<file path="config.mk">
export PLATFORM = sky130hd
export DESIGN_NAME = spin_sample_collector
export DESIGN_NICKNAME = d
export VERILOG_FILES = /design/src/rtl/spin_sample_collector.sv
export SDC_FILE = /design/constraint.sdc
export NUM_CORES = 1
export LEC_CHECK = 0
export CORE_MARGIN = 2
export CORE_UTILIZATION = 50
export CTS_CLUSTER_SIZE = 16
export DETAILED_ROUTE_END_ITERATION = 16
export GPL_TIMING_DRIVEN = 0
export PLACE_DENSITY = 0.8
export SLEW_MARGIN = 25
export SYNTH_ARGS = -nofsm -noshare
export SYNTH_HDL_FRONTEND = slang
export SYNTH_SLANG_ARGS = --single-unit
</file>
<file path="constraint.sdc">
create_clock -name CLK -period 2.7 [get_ports CLK]
set_input_delay 0.54 -clock CLK [delete_from_list [all_inputs] [get_ports CLK]]
set_output_delay 0.54 -clock CLK [all_outputs]
set_load 0.05 [all_outputs]
</file>
<file path="src/rtl/spin_sample_collector.sv">
// ============================================================================
// Module   : spin_sample_collector
// Brief    : Takes seven time-spaced samples of every asynchronous spin level
//            from the Ising core. Each spin level is first passed through a
//            two-flop synchronizer. The samples are packed so that spin i owns
//            bits [i*7 +: 7], which is the layout the majority-vote stage
//            expects. Collection starts on a START/DONE handshake.
// Revision : 1.0 - initial release
// ============================================================================
`default_nettype none

module spin_sample_collector #(
  parameter int CORE_SIZE   = 64,
  parameter int NUM_SAMPLES = 7,   // the voter consumes exactly seven samples
  parameter int INTERVAL_W  = 16
) (
  input  logic                             CLK,
  input  logic                             RSTN,
  input  logic                             START,
  input  logic [INTERVAL_W-1:0]            SAMPLE_INTERVAL,
  input  logic [CORE_SIZE-1:0]             SPIN_IN,
  output logic [CORE_SIZE*NUM_SAMPLES-1:0] SPIN_SAMPLE,
  output logic                             BUSY,
  output logic                             DONE
);

  localparam int IDX_W = $clog2(NUM_SAMPLES);
  localparam logic [IDX_W-1:0]      c_LAST_IDX = IDX_W'(NUM_SAMPLES - 1);
  localparam logic [INTERVAL_W-1:0] c_ONE      = INTERVAL_W'(1);

  typedef enum logic [1:0] {
    S_IDLE = 2'd0,
    S_WAIT = 2'd1,
    S_DONE = 2'd2
  } state_t;

  state_t                           r_state;
  logic [CORE_SIZE-1:0]             r_sync1;
  logic [CORE_SIZE-1:0]             r_sync2;
  logic [CORE_SIZE*NUM_SAMPLES-1:0] r_sample;
  logic [INTERVAL_W-1:0]            r_cnt;
  logic [INTERVAL_W-1:0]            r_n;
  logic [IDX_W-1:0]                 r_idx;
  logic                             r_busy;
  logic                             r_done;

  logic [INTERVAL_W-1:0]            w_eff_n;
  logic [CORE_SIZE*NUM_SAMPLES-1:0] w_sample_cap;

  // A programmed interval of zero is treated as one clock.
  assign w_eff_n = (SAMPLE_INTERVAL == '0) ? c_ONE : SAMPLE_INTERVAL;

  // Next sample vector: slot r_idx of every spin takes its synchronized
  // level. All other slots keep their current contents.
  for (genvar i = 0; i < CORE_SIZE; i++) begin : g_spin
    for (genvar k = 0; k < NUM_SAMPLES; k++) begin : g_smp
      assign w_sample_cap[i*NUM_SAMPLES + k] =
        (r_idx == IDX_W'(k)) ? r_sync2[i] : r_sample[i*NUM_SAMPLES + k];
    end
  end

  // Two-flop synchronizer on every raw spin level.
  always_ff @(posedge CLK or negedge RSTN) begin
    if (!RSTN) begin
      r_sync1 <= '0;
      r_sync2 <= '0;
    end else begin
      r_sync1 <= SPIN_IN;
      r_sync2 <= r_sync1;
    end
  end

  // Collection FSM. It contains the interval counter, the sample index,
  // the sample register and the registered BUSY/DONE outputs.
  always_ff @(posedge CLK or negedge RSTN) begin
    if (!RSTN) begin
      r_state  <= S_IDLE;
      r_sample <= '0;
      r_cnt    <= '0;
      r_n      <= '0;
      r_idx    <= '0;
      r_busy   <= 1'b0;
      r_done   <= 1'b0;
    end else begin
      case (r_state)
        // The DONE cycle accepts START exactly as IDLE does, so that
        // collections can run back to back.
        S_IDLE, S_DONE: begin
          r_done <= 1'b0;
          if (START) begin
            r_state  <= S_WAIT;
            r_busy   <= 1'b1;
            r_sample <= '0;
            r_cnt    <= w_eff_n;
            r_n      <= w_eff_n;
            r_idx    <= '0;
          end else begin
            r_state <= S_IDLE;
            r_busy  <= 1'b0;
          end
        end

        // START is ignored here. A counter value of 1 means this edge is a
        // capture point.
        S_WAIT: begin
          if (r_cnt == c_ONE) begin
            r_sample <= w_sample_cap;
            r_cnt    <= r_n;
            if (r_idx == c_LAST_IDX) begin
              r_state <= S_DONE;
              r_busy  <= 1'b0;
              r_done  <= 1'b1;
              r_idx   <= '0;
            end else begin
              r_idx <= r_idx + 1'b1;
            end
          end else begin
            r_cnt <= r_cnt - c_ONE;
          end
        end

        default: begin
          r_state <= S_IDLE;
          r_busy  <= 1'b0;
          r_done  <= 1'b0;
        end
      endcase
    end
  end

  assign SPIN_SAMPLE = r_sample;
  assign BUSY        = r_busy;
  assign DONE        = r_done;

endmodule

`default_nettype wire

</file>
==> impl_metrics.csv, run 1 <==
group,metric,value,unit
status,status,"complete, no violations",
worst_setup_path,cpMostUsedCell,"clkbuf_1",
synth,ys_ff_latch,613,
clock_tree,cts.sinks,613,
synth,syn_inst,1885,
detailed_routing,wl,78300,µm
grt,grt_pass1_vias,18760,
die,dieArea,46720,µm²
grt,grt.total_usage,33.30,%
finish,antenna_cells,0,
pwr,irDropWorstVdd,0.6971,mV
timing,hold_viol,0,
synth,synth_warnings,0,
detailed_routing,firstDrtPassIters,8,
detailed_routing,drtAntennaViolNets,0,
timing,fin_crit_sh,97.11,%
finish,final_cells,3134,
clock_tree,cts_max_level,2,
timing,fin_crit,2622,ps
job,maxCapViolCount,0,
worst_setup_path,cp-start-kind,"flop",
timing,max_slew_margin,44.23,%
detailed_routing,drc_errors,0,
clock_tree,clockBufferDepth,3,
worst_setup_path,path_max_fanout,10,
place,gp_congestion,0.9199,
synth,syn-cell-area,22500,µm²
worst_setup_path,worstPathCellList,"clkbuf_1 > nor4_4 > buf_4 > nand2_1 > nor4_2 > nor2_4 > clkbuf_1 > a22o_1",
grt,gr-total-overflow,0,
detailed_routing,via_per_inst,5.920,
place,placedCellCount,3015,
finish,drive_gt1_share,12.20,%
timing,setup_tns,0,ps
grt,grt_pass1_wl,117500,µm
worst_setup_path,cp.arrival,3120,ps
pwr,p_per_area,614.0,nW/µm²
synth,syn_nets,1971,
worst_setup_path,cpPeakStageDelay,370,ps
timing,fmax,0.3814,GHz
detailed_routing,initialDrtViolationCount,1994,
clock_tree,cts_root_buffer,"clkbuf_16",
detailed_routing,num_vias,18550,
place,io_buffers,532,
die,core.rowCount,77,
timing,worst_pin_slew,836.5,ps
die,io_pins,533,
clock_tree,clk_pin_slew,60,ps
worst_setup_path,r2r_slack,80,ps
die,die_w,216.1,µm
worst_setup_path,path_class,"reg2reg",
finish,fin_nets,2580,
synth,synth_edf_count,0,
timing,final-setup-viol-count,0,
clock_tree,clk_latency,610,ps
synth,synth_seq_area_share,68.17,%
timing,maxSlewViolCount,0,
place,hpwl,57000,µm
die,fp.dieH,216.1,µm
grt,grt_max_degree,100,
synth,synthArstFlopShare,100.0,%
pwr,p_leak,14.04,nW
grt,grt_antenna_before_repair,1,
die,design.core.area,44320,µm²
timing,fin_skew,14.71,ps
worst_setup_path,required,3200,ps
clock_tree,numCtsBuffers,59,
finish,fill_cells,3154,
finish,syn_to_final_growth,37.62,%
worst_hold_path,holdCritPathClass,"reg2reg",
synth,ys.flop_type,"dfrtp_1",
worst_setup_path,cp_slowest_cell,"dfrtp_1",
synth,avgSynthCellArea,11.94,µm²
worst_setup_path,worst_setup_path_end_kind,"flop",
die,start_util,50.77,%
clock_tree,tritoncts,"yes",
detailed_routing,wire_per_inst,24.99,µm
synth,synth_cell_types,50,
-- synth_stat cells (17+ instances only) --
library cell,instances,area (µm²)
a22o_1,64,560.5
buf_1,42,157.7
buf_6,29,326.6
clkbuf_1,73,274.0
dfrtp_1,613,15340
nand2_1,123,461.7
nand3_1,378,1892
nand3_2,17,170.2
nor2_1,21,78.83
o21ai_0,274,1371
o21ai_1,40,200.2
o21ai_2,92,805.8
-- repair_timing --
item,in CTS,in global routing
setup endpoints to repair,371,299
buffers inserted,3,7
gates resized for setup,9,38
endpoints found under the hold margin,75,0
pin swaps,1,3
hold buffers,1,0
-- worst paths after layout --
check / start / to / depth (start not counted)
max in group asynchronous: RSTN / SPIN_SAMPLE[176] / 5
max reg2reg: r_cnt[10] / SPIN_SAMPLE[440] / 8
min: r_sync1[15] / r_sync2[15] / 0
min in group asynchronous: RSTN / r_sync1[60] / 2
min reg2reg: r_sync1[15] / r_sync2[15] / 0
max: r_cnt[10] / SPIN_SAMPLE[440] / 8
-- flip-flops by register name (all words and copies together), names as in the netlist --
signal	cells
DONE	1
SPIN_SAMPLE	448
r_cnt	16
r_idx	3
r_n	16
r_state	1
r_sync1	64
r_sync2	64
-- placed cells by master (no fill, tap or decap), drive strengths merged, types with 10 or more instances in the layout --
| cell | n |
|---|---|
| nor2 | 23 |
| nand2 | 124 |
| clkbuf | 163 |
| nor4 | 10 |
| a21oi | 15 |
| dfrtp | 613 |
| buf | 98 |
| nand3 | 395 |
| o21ai | 406 |
| a22o | 64 |
| clkinv | 12 |
| clkdlybuf4s50 | 531 |
-- logic make-up (layout without fill, tap and decap cells) --
group	Yosys count	count (layout)	share of synthesized area [%]
buffers and inverters	166	823	3.820
AOI/OAI and AO/OA	511	511	14.33
adders and majority gates	3	3	0.1668
and+or+nand+nor	585	585	13.23
muxes	2	2	0.08897
DFF	613	613	68.17
xor gates and xnor gates	5	5	0.1946
-- stage by stage --
step / setup WS [ps] / cell area, µm² / hold slack (ps) / total power, W / utilization (%)
after floorplan: 319.3 / 22500 / 244.4 / 0.009886 / -
after global placement: -24630 / 28570 / 331.5 / 0.01032 / 64.46
after detailed placement: -833.0 / 28750 / 334.7 / 0.01035 / 64.86
after CTS: 17.05 / 30880 / 327.6 / 0.01905 / 69.68
after global routing: -2.826 / 30970 / 347.5 / 0.01950 / 69.87
final: 78.14 / 30970 / 344.6 / 0.01901 / 69.87
-- worst max-delay path, delay by kind of cell (launching register included) --
family / cells / cell delay (ps)
AND/OR/NAND/NOR: 4 / 1020
buffers and inverters: 3 / 770
flip-flops: 1 / 370
AO/OA/AOI/OAI: 1 / 330
-- routing by layer --
metal,part of all wire [%],track usage [%],vias up
li1,-,-,7944
met4,4.2,13.01,0
met2,49,55.40,941
met5,0,0,-
met3,8.6,7.902,168
met1,38,42.47,9500
-- layout make-up --
class / count / area (µm²) / share of cell area (%)
buffer: 158 / 872.1 / 2.816
clock buffer: 86 / 1770 / 5.717
tap: 592 / 740.7 / 2.392
timing repair buffer: 549 / 5593 / 18.06
sequential: 613 / 15340 / 49.54
multi-input combinational: 1106 / 6316 / 20.40
clock inverter: 23 / 307.8 / 0.9940
inverter: 7 / 26.28 / 0.08485
-- power breakdown --
| part | leakage [nW] | internal [W] | switching, W |
|---|---|---|---|
| combinational | 6.86 | 0.000255 | 0.000459 |
| clock | 1.02 | 0.00520 | 0.00361 |
| sequential | 6.16 | 0.00935 | 0.000139 |
(Power assumes the default switching activity.)
==> run 2: changes to the inputs <==
--- a/config.mk
+++ b/config.mk
@@ -5,7 +5,6 @@
 export SDC_FILE = /design/constraint.sdc
 export NUM_CORES = 1
 export LEC_CHECK = 0
-export CORE_MARGIN = 2
 export CORE_UTILIZATION = 50
 export CTS_CLUSTER_SIZE = 16
 export DETAILED_ROUTE_END_ITERATION = 16
==> run 2 against run 1 <==
Via count up 1.3%; die area down 1.8%; final area up 0.19%; register-to-register slack worse by 96 ps; first-iteration DRC count up 9.5%; maximum frequency down 3.5%; the run now ends with negative setup slack left; total power about the same; non-clock buffer count up 2; global-route usage up 0.85 points; core utilization up 0.14 points; sequential share of layout area down 0.096 points.
==> impl_metrics.csv, run 2 (synthesis results as in run 1) <==
group,metric,value,unit
place,gp_congestion,0.9217,
finish,final_common_cell,"dfrtp_1",
status,status,"finished, violations left",
finish,design_area,31030,µm²
worst_setup_path,ff2ff_path_depth,8,
place,hpwl,55940,µm
grt,grt_pass1_vias,18730,
die,design.core.area,44320,µm²
pwr,combPwrFrac,3.8,%
worst_setup_path,worstPathCellList,"nor4_4 > buf_4 > nand4_4 > or4_4 > buf_6 > buf_6 > nand3_1 > o21ai_1",
detailed_routing,num_vias,18790,
finish,layout_common_cells,"613 x dfrtp_1, 531 x clkdlybuf4s50_1, 378 x nand3_1",
timing,fin_skew,22.38,ps
job,maxCapViolCount,0,
grt,grt_max_degree,104,
timing,worst_pin_slew,836.2,ps
finish,syn_to_final_growth,37.88,%
timing,hold_viol,0,
clock_tree,clk_latency,620,ps
pwr,internal_power,0.01487,W
clock_tree,cts.sinks,613,
status,violations,"negative setup slack",
pwr,power_frac_seq,49.9,%
timing,fin_crit,2718,ps
detailed_routing,drtAntennaViolNets,0,
pwr,p_per_area,613.1,nW/µm²
detailed_routing,drc_errors,0,
finish,drive_gt1_share,12.27,%
die,die_w,214.1,µm
detailed_routing,via_per_inst,5.989,
worst_hold_path,min_from,"r_sync1[40]",
grt,use_met2,54.95,%
die,dieArea,45860,µm²
worst_setup_path,worst_setup_path_end_kind,"flop",
detailed_routing,initialDrtViolationCount,2183,
die,io_pins,533,
die,core.rowCount,77,
grt,gr-usage-met1,43.78,%
worst_setup_path,cp_slowest_cell,"or4_4",
clock_tree,tritoncts,"yes",
worst_hold_path,min_to,"r_sync2[40]",
worst_setup_path,cpPeakStageDelay,590,ps
finish,fin_nets,2581,
detailed_routing,firstDrtPassIters,6,
pwr,p_sw_share,21.85,%
clock_tree,clockBufferDepth,3,
timing,fin_crit_sh,100.6,%
pwr,p_leak,14.06,nW
worst_setup_path,cpMostUsedCell,"buf_6",
grt,grt.met3_usage,9.348,%
grt,grt_antenna_before_repair,1,
worst_setup_path,path_class,"reg2reg",
place,place_area,28770,µm²
timing,max_slew_margin,44.25,%
timing,whs,347.1,ps
grt,grt.total_usage,34.15,%
timing,fmax,0.3680,GHz
grt,grt_pass1_wl,118500,µm
timing,maxSlewViolCount,0,
die,fp.dieH,214.1,µm
timing,fin_ws,-17.52,ps
worst_hold_path,holdCritPathClass,"reg2reg",
detailed_routing,wl,78920,µm
worst_setup_path,r2r-end,"SPIN_SAMPLE[145]",
worst_setup_path,path_max_fanout,10,
grt,gr-total-overflow,0,
detailed_routing,wire_per_inst,25.16,µm
grt,busiest_layer,"met2",
clock_tree,cts_max_level,2,
clock_tree,numCtsBuffers,58,
timing,final-setup-viol-count,1,
finish,largest_register_ffs,448,
worst_setup_path,cp.arrival,3190,ps
pwr,p_sw,0.004157,W
die,start_util,50.77,%
worst_setup_path,cp-start-kind,"flop",
pwr,irDropWorstVdd,0.4970,mV
clock_tree,cts_root_buffer,"clkbuf_16",
pwr,p_clk_share,46.3,%
worst_setup_path,r2r-start,"r_cnt[4]",
worst_hold_path,hold_depth,0,
place,io_buffers,532,
worst_setup_path,required,3180,ps
worst_setup_path,r2r_slack,-20,ps
clock_tree,clk_pin_slew,70,ps
pwr,total_power,0.01902,W
## run 2: power groups by stage
stage | logic, W | registers (W) | clock network, W
2_1_floorplan | 0.000270 | 0.00962 | 0
3_3_place_gp | 0.000658 | 0.00967 | 0
3_5_place_dp | 0.000710 | 0.00965 | 0
4_1_cts | 0.000714 | 0.00948 | 0.00886
5_1_grt | 0.000808 | 0.00949 | 0.00924
6_report | 0.000724 | 0.00948 | 0.00881
## run 2: how the worst max path moves through the flow
| stage | start | end | depth (start not counted) |
|---|---|---|---|
| after floorplan | r_state[0] | SPIN_SAMPLE[260] | 9 |
| after global placement | RSTN | r_sync1[22] | 1 |
| after detailed placement | START | SPIN_SAMPLE[435] | 8 |
| after CTS | r_state[0] | SPIN_SAMPLE[443] | 7 |
| after global routing | r_cnt[4] | SPIN_SAMPLE[79] | 8 |
| final | r_cnt[4] | SPIN_SAMPLE[145] | 8 |
## run 2: metal layers
metal,share of wire [%],wire (µm)
met5,0,0
met4,4.5,3547
met3,9.3,7365
met2,48,37870
met1,38,30140
## run 2: layout make-up
cell class	count	area (µm²)
flip-flops and latches	613	15340
fillers	3074	13290
multi-input cells	1106	6316
repair buffers	551	5645
clock buffers	83	1709
plain buffers	158	875.8
well taps	592	740.7
clock inverters	24	365.4
inverters	7	26.28
diodes	3	7.507
## run 2: worst max-delay path: cells and delay by family (launching register included)
| family | cells | cell delay (ps) |
|---|---|---|
| simple gates | 4 | 1390 |
| buf+inv | 3 | 610 |
| flops | 1 | 450 |
| compound gates | 1 | 110 |
## run 2: metrics by stage
step / utilization, % / worst slack, ps / setup TNS (ps) / cells
6_report: 70.01 / -17.52 / -17.52 / 3137
5_1_grt: 69.99 / -43.09 / -384.1 / 3134
4_1_cts: 69.74 / 3.201 / 0 / 3127
3_5_place_dp: 64.93 / -1269 / -162750 / 3016
2_1_floorplan: - / 319.3 / 0 / 1885
3_3_place_gp: 64.46 / -24720 / - / 3009
## run 2: repair_timing
action                                  in CTS  in global routing
hold buffers                                 1                  0
setup buffers                                3                  7
endpoints found under the setup margin     358                443
hold endpoints to repair                    58                  0
resized for setup                           11                 38
gates cloned                                 0                  1
pin swaps                                    1                  3
==> run 3: changes to the inputs <==
--- a/config.mk
+++ b/config.mk
@@ -10,6 +10,7 @@
 export DETAILED_ROUTE_END_ITERATION = 16
 export GPL_TIMING_DRIVEN = 0
 export PLACE_DENSITY = 0.8
+export RECOVER_POWER = 100
 export SLEW_MARGIN = 25
 export SYNTH_ARGS = -nofsm -noshare
 export SYNTH_HDL_FRONTEND = slang
==> run 3 against run 2 <==
The flow now finishes without violations; core utilization fell by 0.10 points; via count fell by 0.49%; combinational power fell by 3.5%; largest cell class unchanged.
==> impl_metrics.csv, run 3 (synthesis results as in run 1) <==
group,metric,value,unit
die,dieArea,45860,µm²
clock_tree,cts_root_buffer,"clkbuf_16",
timing,fin_crit,2688,ps
worst_setup_path,worst_setup_path_end_kind,"flop",
grt,use_met2,54.95,%
place,dpl_worst_slack,-1269,ps
grt,grt_max_degree,104,
clock_tree,clk_latency,620,ps
detailed_routing,wire_per_inst,25.14,µm
worst_setup_path,path_max_fanout,10,
grt,grt_pass1_vias,18730,
pwr,p_per_area,613.7,nW/µm²
pwr,p_leak,14.06,nW
clock_tree,clk_pin_slew,70,ps
grt,gr-usage-met1,43.78,%
worst_setup_path,required,3180,ps
worst_setup_path,cp.arrival,3170,ps
worst_setup_path,cp-startpoint,"r_cnt[4]",
place,hpwl,55940,µm
finish,drive_gt1_share,12.27,%
finish,final_common_cell,"dfrtp_1",
die,start_util,50.77,%
worst_setup_path,cpPeakStageDelay,590,ps
clock_tree,numCtsBuffers,58,
detailed_routing,drc_errors,0,
grt,gr-total-overflow,0,
timing,max_slew_margin,11.25,%
pwr,total_power,0.01901,W
job,maxCapViolCount,0,
finish,syn_to_final_growth,37.68,%
timing,setup_tns,0,ps
finish,layout_common_cells,"613 x dfrtp_1, 467 x clkdlybuf4s50_1, 378 x nand3_1",
place,io_buffers,532,
timing,hold_viol,0,
finish,fill_cells,3077,
clock_tree,cts.sinks,613,
timing,fin_ws,11.87,ps
detailed_routing,firstDrtPassIters,6,
clock_tree,cts_max_level,2,
timing,fin_crit_sh,99.56,%
timing,fin_skew,22.04,ps
worst_setup_path,cp-start-kind,"flop",
die,fp.dieH,214.1,µm
worst_hold_path,holdCritPathClass,"reg2reg",
die,design.core.area,44320,µm²
timing,final-setup-viol-count,0,
finish,final_util,69.90,%
detailed_routing,wl,78840,µm
detailed_routing,initialDrtViolationCount,2016,
detailed_routing,via_per_inst,5.961,
timing,fmax,0.3720,GHz
die,core.rowCount,77,
grt,busiest_layer,"met2",
worst_setup_path,cp_slowest_cell,"or4_4",
timing,maxSlewViolCount,0,
timing,worst_pin_slew,1331,ps
worst_hold_path,min_from,"r_sync1[59]",
worst_setup_path,worstPathCellList,"nor4_4 > buf_4 > nand4_4 > or4_4 > buf_6 > buf_6 > nand3_1 > o21ai_1",
pwr,irDropWorstVdd,0.5063,mV
place,gp_congestion,0.9217,
grt,grt_pass1_wl,118500,µm
die,die_w,214.1,µm
grt,grt.met3_usage,9.348,%
clock_tree,clockBufferDepth,3,
clock_tree,tritoncts,"yes",
finish,design_area,30980,µm²
worst_setup_path,cpMostUsedCell,"buf_6",
detailed_routing,num_vias,18690,
finish,fin_nets,2581,
grt,grt.total_usage,34.15,%
worst_setup_path,path_class,"reg2reg",
place,place_area,28770,µm²
worst_setup_path,r2r-start,"r_cnt[4]",
die,io_pins,533,
finish,largest_register_ffs,448,
detailed_routing,drtAntennaViolNets,0,
status,status,"complete, no violations",
grt,grt_antenna_before_repair,1,
run 3: path summary, 6_finish.rpt:
kind	to	slack, ps	cells past startpoint
max	SPIN_SAMPLE[145]	10	8
min	r_sync2[59]	350	0
max reg2reg	SPIN_SAMPLE[145]	10	8
min reg2reg	r_sync2[59]	350	0
max in group asynchronous	SPIN_SAMPLE[165]	320	4
min in group asynchronous	r_sync2[55]	440	2
run 3: timing repair:
| item | in CTS | in global routing |
|---|---|---|
| endpoints found under the hold margin | 58 | 0 |
| setup endpoints to repair | 358 | 443 |
| resized for setup | 11 | 38 |
| hold buffers | 1 | 0 |
| buffers inserted | 3 | 7 |
| gates cloned | 0 | 1 |
| pin swaps | 1 | 3 |
run 3: layout make-up:
class / instances / area [µm²] / area share [%]
clock inverters: 24 / 365.4 / 1.179
clock buffers: 83 / 1709 / 5.517
well taps: 592 / 740.7 / 2.391
plain buffers: 158 / 872.1 / 2.815
multi-input cells: 1106 / 6316 / 20.39
diodes: 2 / 5.005 / 0.01616
repair buffers: 551 / 5605 / 18.09
flip-flops and latches: 613 / 15340 / 49.52
inverters: 7 / 26.28 / 0.08481
run 3: report_power, final:
group | total (W) | internal (W) | switching (W) | leakage (nW)
combinational | 0.000699 | 0.000238 | 0.000461 | 6.88
sequential | 0.00949 | 0.00935 | 0.000140 | 6.16
clock | 0.00883 | 0.00526 | 0.00357 | 1.02
run 3: worst max-delay path: cells and delay by family (launching register included):
kind	cells	cell delay, ps
buf+inv	3	600
flops	1	450
simple gates	4	1390
compound gates	1	110
run 3: metal layers:
metal  share of wire (%)  wire, µm
met4                 4.4      3507
met2                  48     37860
met3                 9.1      7185
met1                  38     30290
met5                   0         0
run 3: per-stage QoR:
| stage | hold WS, ps | instances |
|---|---|---|
| 2_1_floorplan | 244.4 | 1885 |
| 3_3_place_gp | 331.7 | 3009 |
| 3_5_place_dp | 334.7 | 3016 |
| 4_1_cts | 332.0 | 3127 |
| 5_1_grt | 352.2 | 3134 |
| 6_report | 347.5 | 3136 |
